### config.mk
export PLATFORM = sky130hd
export DESIGN_NAME = bnn_flatten_pack
export DESIGN_NICKNAME = d
export VERILOG_FILES = /design/src/rtl/bnn_pkg.sv /design/src/rtl/bnn_pack_buf.sv /design/src/rtl/bnn_flatten_pack.sv
export SDC_FILE = /design/constraint.sdc
export NUM_CORES = 2
export LEC_CHECK = 0
export ABC_AREA = 1
export CORE_MARGIN = 2
export CORE_UTILIZATION = 55
export CTS_CLUSTER_DIAMETER = 30
export DETAILED_ROUTE_END_ITERATION = 8
export PLACE_DENSITY = 0.81
export RECOVER_POWER = 50
export SLEW_MARGIN = 20
export SYNTH_ARGS = -nofsm -noshare
export SYNTH_HDL_FRONTEND = slang
export SYNTH_SLANG_ARGS = --single-unit
### constraint.sdc
create_clock -name clk -period 66.8 [get_ports clk]
set_input_delay 13.36 -clock clk [delete_from_list [all_inputs] [get_ports clk]]
set_output_delay 13.36 -clock clk [all_outputs]
set_load 0.01 [all_outputs]
### src/rtl/bnn_pkg.sv
// Shared constants and types for the binary neural network datapath.
package bnn_pkg;

  localparam int BNN_FC_IN_W   = 400;
  localparam int BNN_N_CLASSES = 10;
  localparam int BNN_PIX_W     = 16;
  localparam int BNN_N_PIX     = 25;

  typedef enum logic [0:0] {
    FILL = 1'b0,
    FULL = 1'b1
  } pack_state_e;

  function automatic int bnn_vec_width(input int word_w, input int n_words);
    return word_w * n_words;
  endfunction

endpackage

### src/rtl/bnn_pack_buf.sv
// One frame buffer: word-indexed write port, registered contents and a frame-complete flag.
module bnn_pack_buf
  import bnn_pkg::*;
#(
  parameter int WORD_W  = BNN_PIX_W,
  parameter int N_WORDS = BNN_N_PIX,
  parameter int IDX_W   = $clog2(BNN_N_PIX)
) (
  input  logic                        clk,
  input  logic                        reset,
  input  logic                        wr_en,
  input  logic [IDX_W-1:0]            wr_idx,
  input  logic [WORD_W-1:0]           wr_data,
  input  logic                        set_complete,
  input  logic                        clr_complete,
  output logic [WORD_W*N_WORDS-1:0]   data,
  output logic [WORD_W*N_WORDS-1:0]   merged,
  output logic                        complete
);

  localparam int VEC_W = bnn_vec_width(WORD_W, N_WORDS);

  logic [VEC_W-1:0] data_r;
  logic             complete_r;

  // Slot storage and complete flag.
  always_ff @(posedge clk or posedge reset) begin
    if (reset) begin
      data_r     <= {VEC_W{1'b0}};
      complete_r <= 1'b0;
    end else begin
      if (wr_en) begin
        data_r[int'(wr_idx)*WORD_W +: WORD_W] <= wr_data;
      end
      if (set_complete) begin
        complete_r <= 1'b1;
      end else if (clr_complete) begin
        complete_r <= 1'b0;
      end
    end
  end

  // Contents as they will be after this cycle's write, so a finishing word can be forwarded.
  always_comb begin
    merged = data_r;
    if (wr_en) begin
      merged[int'(wr_idx)*WORD_W +: WORD_W] = wr_data;
    end else begin
      merged = data_r;
    end
  end

  assign data     = data_r;
  assign complete = complete_r;

endmodule

### src/rtl/bnn_flatten_pack.sv
// Packs N_WORDS binarized pixel words into one FC input vector with framing checks.
// Optional ping-pong buffering: define BNN_FLATTEN_PACK_DOUBLE_BUF_EN.
module bnn_flatten_pack
  import bnn_pkg::*;
#(
  parameter int WORD_W  = BNN_PIX_W,
  parameter int N_WORDS = BNN_N_PIX
) (
  input  logic                      clk,
  input  logic                      reset,
  input  logic                      in_valid,
  input  logic [WORD_W-1:0]         in_data,
  input  logic                      in_last,
  output logic                      in_ready,
  input  logic                      fc_ready,
  output logic                      out_valid,
  output logic [WORD_W*N_WORDS-1:0] out_vector,
  output logic                      frame_err
);

  localparam int VEC_W = bnn_vec_width(WORD_W, N_WORDS);
  localparam int CNT_W = $clog2(N_WORDS);
`ifdef BNN_FLATTEN_PACK_DOUBLE_BUF_EN
  localparam int N_BUF = 2;
`else
  localparam int N_BUF = 1;
`endif

  generate
    if (VEC_W != BNN_FC_IN_W) begin : g_width_check
      $error("bnn_flatten_pack: VEC_W must equal BNN_FC_IN_W");
    end
  endgenerate

  pack_state_e      state_r, state_next_s;
  logic [CNT_W-1:0] cnt_r, cnt_next_s;
  logic             wr_sel_r, wr_sel_next_s;
  logic             rd_sel_r, rd_sel_next_s;
  logic             in_ready_r, out_valid_r, frame_err_r;
  logic [VEC_W-1:0] out_vector_r;

  logic             accept_s, last_slot_s, good_s, bad_s, send_s;
  logic             load_s;
  logic [VEC_W-1:0] load_vec_s;
  logic             rd_complete_s;
  logic [VEC_W-1:0] rd_data_s, wr_merged_s;

  logic [N_BUF-1:0] buf_wr_en_s, buf_set_s, buf_clr_s, buf_complete_s, complete_next_s;
  logic [VEC_W-1:0] buf_data_s   [N_BUF];
  logic [VEC_W-1:0] buf_merged_s [N_BUF];

  assign accept_s    = in_valid & in_ready_r;
  assign last_slot_s = (cnt_r == CNT_W'(N_WORDS - 1));
  assign good_s      = accept_s & in_last & last_slot_s;
  assign bad_s       = accept_s & (in_last ^ last_slot_s);
  assign send_s      = (state_r == FULL) & fc_ready;

  generate
    for (genvar i = 0; i < N_BUF; i++) begin : g_buf
      bnn_pack_buf #(
        .WORD_W  (WORD_W),
        .N_WORDS (N_WORDS),
        .IDX_W   (CNT_W)
      ) u_buf (
        .clk          (clk),
        .reset        (reset),
        .wr_en        (buf_wr_en_s[i]),
        .wr_idx       (cnt_r),
        .wr_data      (in_data),
        .set_complete (buf_set_s[i]),
        .clr_complete (buf_clr_s[i]),
        .data         (buf_data_s[i]),
        .merged       (buf_merged_s[i]),
        .complete     (buf_complete_s[i])
      );
    end
  endgenerate

  // Steer writes to the fill buffer and the complete-flag clear to the oldest pending buffer.
  always_comb begin
    buf_wr_en_s     = {N_BUF{1'b0}};
    buf_set_s       = {N_BUF{1'b0}};
    buf_clr_s       = {N_BUF{1'b0}};
    complete_next_s = {N_BUF{1'b0}};
    for (int i = 0; i < N_BUF; i++) begin
      if (1'(i) == wr_sel_r) begin
        buf_wr_en_s[i] = accept_s;
        buf_set_s[i]   = good_s;
      end else begin
        buf_wr_en_s[i] = 1'b0;
        buf_set_s[i]   = 1'b0;
      end
      if (1'(i) == rd_sel_r) begin
        buf_clr_s[i] = send_s;
      end else begin
        buf_clr_s[i] = 1'b0;
      end
      complete_next_s[i] = (buf_complete_s[i] | buf_set_s[i]) & ~buf_clr_s[i];
    end
  end

  // Read-side and write-side buffer views for the output loader.
  always_comb begin
    rd_complete_s = 1'b0;
    rd_data_s     = {VEC_W{1'b0}};
    wr_merged_s   = {VEC_W{1'b0}};
    for (int i = 0; i < N_BUF; i++) begin
      if (1'(i) == rd_sel_r) begin
        rd_complete_s = buf_complete_s[i];
        rd_data_s     = buf_data_s[i];
      end else begin
        rd_complete_s = rd_complete_s;
      end
      if (1'(i) == wr_sel_r) begin
        wr_merged_s = buf_merged_s[i];
      end else begin
        wr_merged_s = wr_merged_s;
      end
    end
  end

  // Word counter and buffer pointers.
  always_comb begin
    cnt_next_s    = cnt_r;
    wr_sel_next_s = wr_sel_r;
    rd_sel_next_s = rd_sel_r;
    if (accept_s) begin
      if (in_last || last_slot_s) begin
        cnt_next_s = {CNT_W{1'b0}};
      end else begin
        cnt_next_s = cnt_r + CNT_W'(1);
      end
    end else begin
      cnt_next_s = cnt_r;
    end
`ifdef BNN_FLATTEN_PACK_DOUBLE_BUF_EN
    wr_sel_next_s = good_s ? ~wr_sel_r : wr_sel_r;
    rd_sel_next_s = send_s ? ~rd_sel_r : rd_sel_r;
`else
    wr_sel_next_s = wr_sel_r;
    rd_sel_next_s = rd_sel_r;
`endif
  end

  // FSM next state: FULL means out_vector holds a frame not yet handed to the FC stage.
  always_comb begin
    state_next_s = state_r;
    load_s       = 1'b0;
    load_vec_s   = rd_data_s;
    case (state_r)
      FILL: begin
        if (rd_complete_s) begin
          load_s       = 1'b1;
          load_vec_s   = rd_data_s;
          state_next_s = FULL;
        end else if (good_s && (wr_sel_r == rd_sel_r)) begin
          load_s       = 1'b1;
          load_vec_s   = wr_merged_s;
          state_next_s = FULL;
        end else begin
          state_next_s = FILL;
        end
      end
      FULL: begin
        if (fc_ready) begin
          state_next_s = FILL;
        end else begin
          state_next_s = FULL;
        end
      end
      default: begin
        state_next_s = FILL;
      end
    endcase
  end

  // State and registered outputs.
  always_ff @(posedge clk or posedge reset) begin
    if (reset) begin
      state_r      <= FILL;
      cnt_r        <= {CNT_W{1'b0}};
      wr_sel_r     <= 1'b0;
      rd_sel_r     <= 1'b0;
      in_ready_r   <= 1'b1;
      out_valid_r  <= 1'b0;
      frame_err_r  <= 1'b0;
      out_vector_r <= {VEC_W{1'b0}};
    end else begin
      state_r     <= state_next_s;
      cnt_r       <= cnt_next_s;
      wr_sel_r    <= wr_sel_next_s;
      rd_sel_r    <= rd_sel_next_s;
      in_ready_r  <= ~(&complete_next_s);
      out_valid_r <= send_s;
      frame_err_r <= bad_s;
      if (load_s) begin
        out_vector_r <= load_vec_s;
      end
    end
  end

  assign in_ready   = in_ready_r;
  assign out_valid  = out_valid_r;
  assign frame_err  = frame_err_r;
  assign out_vector = out_vector_r;

endmodule

After elaboration in Yosys (flattened, before gate mapping). Cells that the tools add are included.

Logic and storage cells: 39. Output and inout port bits: 403. Flip-flop bits (word level): 810.

Bitwise operators: 11. Reductions and logical operators: 2. Shifts and indexed selects: 2. Muxes and demuxes: 13. Eq/ne operators: 1. $add $sub $neg: 2.

Operators with widths (number): 400-bit 2-to-1 mux (4); 400-bit bitwise mux (1); 16-bit by 33-bit variable shift with 400-bit output (first input constant) (1); 16-bit by 33-bit indexed part select with 400-bit output (1); 9-bit negation with 33-bit output (1); 1-bit AND (6); 1-bit 2-to-1 mux (6); 5-bit by 1-bit adder with 5-bit output (second input constant) (1); 5-bit == test (second input constant) (1); 5-bit 2-to-1 mux (1); 1-bit NOT (3); 1-bit case mux with 2 select lines (1); 2-bit nonzero test (1); 1-bit logical OR (1); 1-bit bitwise OR (1); 1-bit XOR (1).

Logic depth before layout (Yosys ltp).
Depth in word-level cells: 7. Mapped depth: 19. Depth with buffers taken out: 16.

Modules after synthesis. A second synthesis with hierarchy kept.

Cells, all modules: 5420. Area total of the unflattened synthesis: 40131.0 µm².

By module, submodules not included: bnn_flatten_pack (area an instance 23623.9 µm², instances 1, cells each 3521, sequential area each 10236.1 µm²); bnn_pack_buf (area an instance 16507.1 µm², instances 1, cells each 1899, sequential area each 10034.6 µm²).

Worst setup path after synthesis. No wires, ideal clock.

Path kind: input-to-reg. Start: input in_valid. End: register out_vector_r[387] (netlist: out_vector[387]). Cell stages on the path: 9. Data arrival time: 14714 ps. Path buffers: 2. Data required time: 66684 ps. Library setup time: 116 ps. Slack: 51969 ps. Cell sequence: nand2_1 inv_1 nand4_1 nor2_1 buf_4 buf_2 nand3_1 nand2_1 nand2_1.

Longest elaborated chain between the ends: 6. Elaborated cells on any way between the ends: 10.

Ends and longest elaborated chain: start, declared (line bnn_flatten_pack.sv:11) `input logic in_valid,`; 1-bit AND * (line bnn_flatten_pack.sv:52) `assign accept_s = in_valid & in_ready_r;`; 1-bit AND (2 in a row) (line bnn_flatten_pack.sv:54) `assign good_s = accept_s & in_last & last_slot_s;`; 400-bit 2-to-1 mux / 1-bit 2-to-1 mux (equally long branches) (line bnn_flatten_pack.sv:156) `end else if (good_s && (wr_sel_r == rd_sel_r)) begin`; 400-bit 2-to-1 mux / 1-bit 2-to-1 mux (equally long branches) (line bnn_flatten_pack.sv:152) `if (rd_complete_s) begin`; 400-bit 2-to-1 mux / 1-bit 2-to-1 mux (equally long branches) (line bnn_flatten_pack.sv:150) `case (state_r)`; end signal, assigned (line bnn_flatten_pack.sv:187) `out_vector_r <= {VEC_W{1'b0}};`; end signal, assigned (line bnn_flatten_pack.sv:197) `out_vector_r <= load_vec_s;`; end, declared (line bnn_flatten_pack.sv:40) `logic [VEC_W-1:0] out_vector_r;`.

Mark *: on every way between the ends. The rest lies on a longest branch, timed or not. A chain may end at the register's enable or synchronous reset.

==> impl_metrics.toml <==
[outcome]
status = "complete, but fails checks"
violations = "max-capacitance violations, max-slew violations"

[final_layout]
nets = 4469
layout-drive-gt1-share_pct = 6.97
insertedDiodeCount = 0
area_growth_pct = 29.3
final_common_cell = "nand2_1"
final_cell_mix = "nand2_1, dfrtp_1, o21ai_0"
fin_cells = 5354
nFillCells = 4184

[worst_setup_path]
rr_endpoint = "out_vector[147]"
criticalPathCategory = "input pin to asynchronous set/reset pin"
rr_worst_depth = 8
r2r_setup_slack_ps = 59780
critPathSlowestCell = "clkbuf_1"
crit_arrival_ps = 24120
cp_top_family = "buffers and inverters"
end_kind = "asynchronous set/reset pin"
cp_cell_sequence = "dlygate4sd3_1 > clkinvlp_2 > clkbuf_1"
crit_required_ps = 65330
crit_path_max_fanout = 175
critical_path_buf_inv_count = 3
start_kind = "input pin"
reg2reg_from = "g_buf[0].u_buf.complete"
slowest_delay_ps = 6610

[clock_tree]
cts_hold_buf = 0
cts_resized = 0
cts_root_buf = "clkbuf_16"
htree_levels = 4
post-cts-setup-buffer-count = 0
cts_buffer_depth = 3
cts.sink_count = 810
cts_made_buffers = 148
cts_tree = "yes"
insertion_delay_ps = 760
cts.reportedPaths.clkPinSlew_ps = 50

[sta]
worst_slew_pin_slew_ps = 9050
max_freq_ghz = 0.0391
hold_slack_ps = 452
setup_tns_ps = 0
relSlewSlack_pct = -503
hold_violations = 0
slew_viol_final = 671
period_needed_ps = 25580
rsz0062_at_grt = "false"
fin_crit_sh_pct = 38.3
setup_viol = 0
fin_skew_ps = 44.8

[power_and_ir_drop]
power.density_nw_per_um2 = 48.5
ir_drop_mv = 0.0290
p_leak_nw = 22.6

[die]
fp.dieArea_um2 = 63700
die_y_um = 252
coreArea_um2 = 61400
die_x_um = 252
rows = 91
start_util_pct = 55.3
io_pins = 424

[yosys]
yosysWarnings = 0
async_flop_share_pct = 100
netlist_area_um2 = 33900
synth_nets = 4092
synthFlopType = "dfrtp_1"
synth_area_per_cell_um2 = 8.35
synthCells = 4067
synth_cell_types = 32
seq_area_frac_synth_pct = 59.7
synth_edf_count = 0
ys_ff_latch = 810

[detailed_routing]
vias_per_cell = 5.60
wl_um = 110000
vias = 30000
wire_per_inst_um = 20.5
first_pass_iters = 6
drt-initial-drc-count = 3680
drc = 0
drtAntennaViolNets = 0

[placement]
dpl.hpwl_um = 68400
dp.cells = 5082
io_buffers = 423
gp_congestion = 0.885

[grt]
grt_antenna_before_repair = 1
overflow = 0
grt_use_total_pct = 34.7
grt_pass1_vias = 29300
grt_pass1_wl_um = 168000
grt_max_degree = 196

[min_path]
hp-start = "g_buf[0].u_buf.data[311]"
hold_class = "flop to flop"
min_to = "out_vector[311]"
holdPathStages = 2

[job]
maxCapViolCount = 7
stage by stage:
stage	setup WS [ps]	area, µm²	utilization (%)	total power, mW
2_1_floorplan	30690	33900	-	1.01
3_3_place_gp	48680	38500	62.7	1.33
3_5_place_dp	48550	38500	62.7	1.35
4_1_cts	49310	43900	71.5	2.16
5_1_grt	38620	43900	71.5	2.22
6_report	41220	43900	71.5	2.13
how the worst max path moves through the flow:
stage / start / depth (start not counted) / endpoint / slack [ps]
6_report: reset / 3 / g_buf[0].u_buf.data[129] / 41220
2_1_floorplan: reset / 1 / cnt_r[0] / 30690
3_3_place_gp: in_valid / 12 / out_vector[137] / 48680
3_5_place_dp: in_valid / 10 / out_vector[147] / 48550
5_1_grt: reset / 3 / out_vector[139] / 38620
4_1_cts: in_valid / 11 / out_vector[147] / 49310
sequential cells by signal (all words and copies together), names as in the netlist:
signal / cells
cnt_r: 5
frame_err: 1
g_buf.u_buf.complete: 1
g_buf.u_buf.data: 400
in_ready: 1
out_valid: 1
out_vector: 400
state_r: 1
report_power, final:
group	internal, mW	switching [mW]	total [mW]
Sequential	0.647	0.0927	0.740
Clock	0.526	0.272	0.798
Combinational	0.225	0.363	0.589
Total	1.40	0.728	2.13
cells by family (layout without fill, tap and decap cells):
logic type                 Yosys count  count (layout)  share of synthesized area, %
AOI/OAI and AO/OA                  475             475                          7.05
buffers and inverters              616            1113                          7.21
adders and majority gates            4               4                         0.147
and+or+nand+nor                   2162            2162                          25.9
DFF                                810             810                          59.7
routing by layer:
metal | routed length, µm | up-vias | track usage [%]
met5 | 12 | - | 0
met4 | 7150 | 2 | 21.4
met3 | 11000 | 378 | 10.4
met2 | 50500 | 1657 | 52.7
met1 | 41200 | 14500 | 43.9
li1 | - | 13500 | -
cell usage after synthesis (4+ instances only):
cell type,number,area share (%)
nor4_1,6,0.11
o211ai_1,6,0.13
nor3_1,33,0.49
o21ai_1,31,0.46
nand4_1,98,1.8
nand2_2,6,0.11
buf_2,74,1.1
buf_1,27,0.30
dfrtp_1,809,60
o21ai_0,378,5.6
ha_1,4,0.15
clkbuf_1,116,1.3
nand3_1,164,2.4
a21oi_1,60,0.88
inv_2,7,0.077
nor2_2,8,0.15
nand2_1,1460,16
nor2_4,6,0.20
buf_4,10,0.22
nor2_1,372,4.1
inv_1,378,4.2
area by class of cell:
cell class                 count  area [µm²]  share of cell area, %
inverter                     388        1460                   3.33
clock buffer                 189        4120                   9.39
timing repair buffer         455        4510                   10.3
multi-input combinational   2641       11200                   25.6
clock inverter                81        1290                   2.93
tap                          790         988                   2.25
sequential                   810       20300                   46.2
worst register-to-register path, delay by kind of cell, from the launching register on:
kind | cells | cell delay (ps)
buffers and inverters | 4 | 3680
and+or+nand+nor | 3 | 2370
DFF | 1 | 740
AOI/OAI and AO/OA | 1 | 140
No activity file was read; power rests on OpenSTA's default activity.
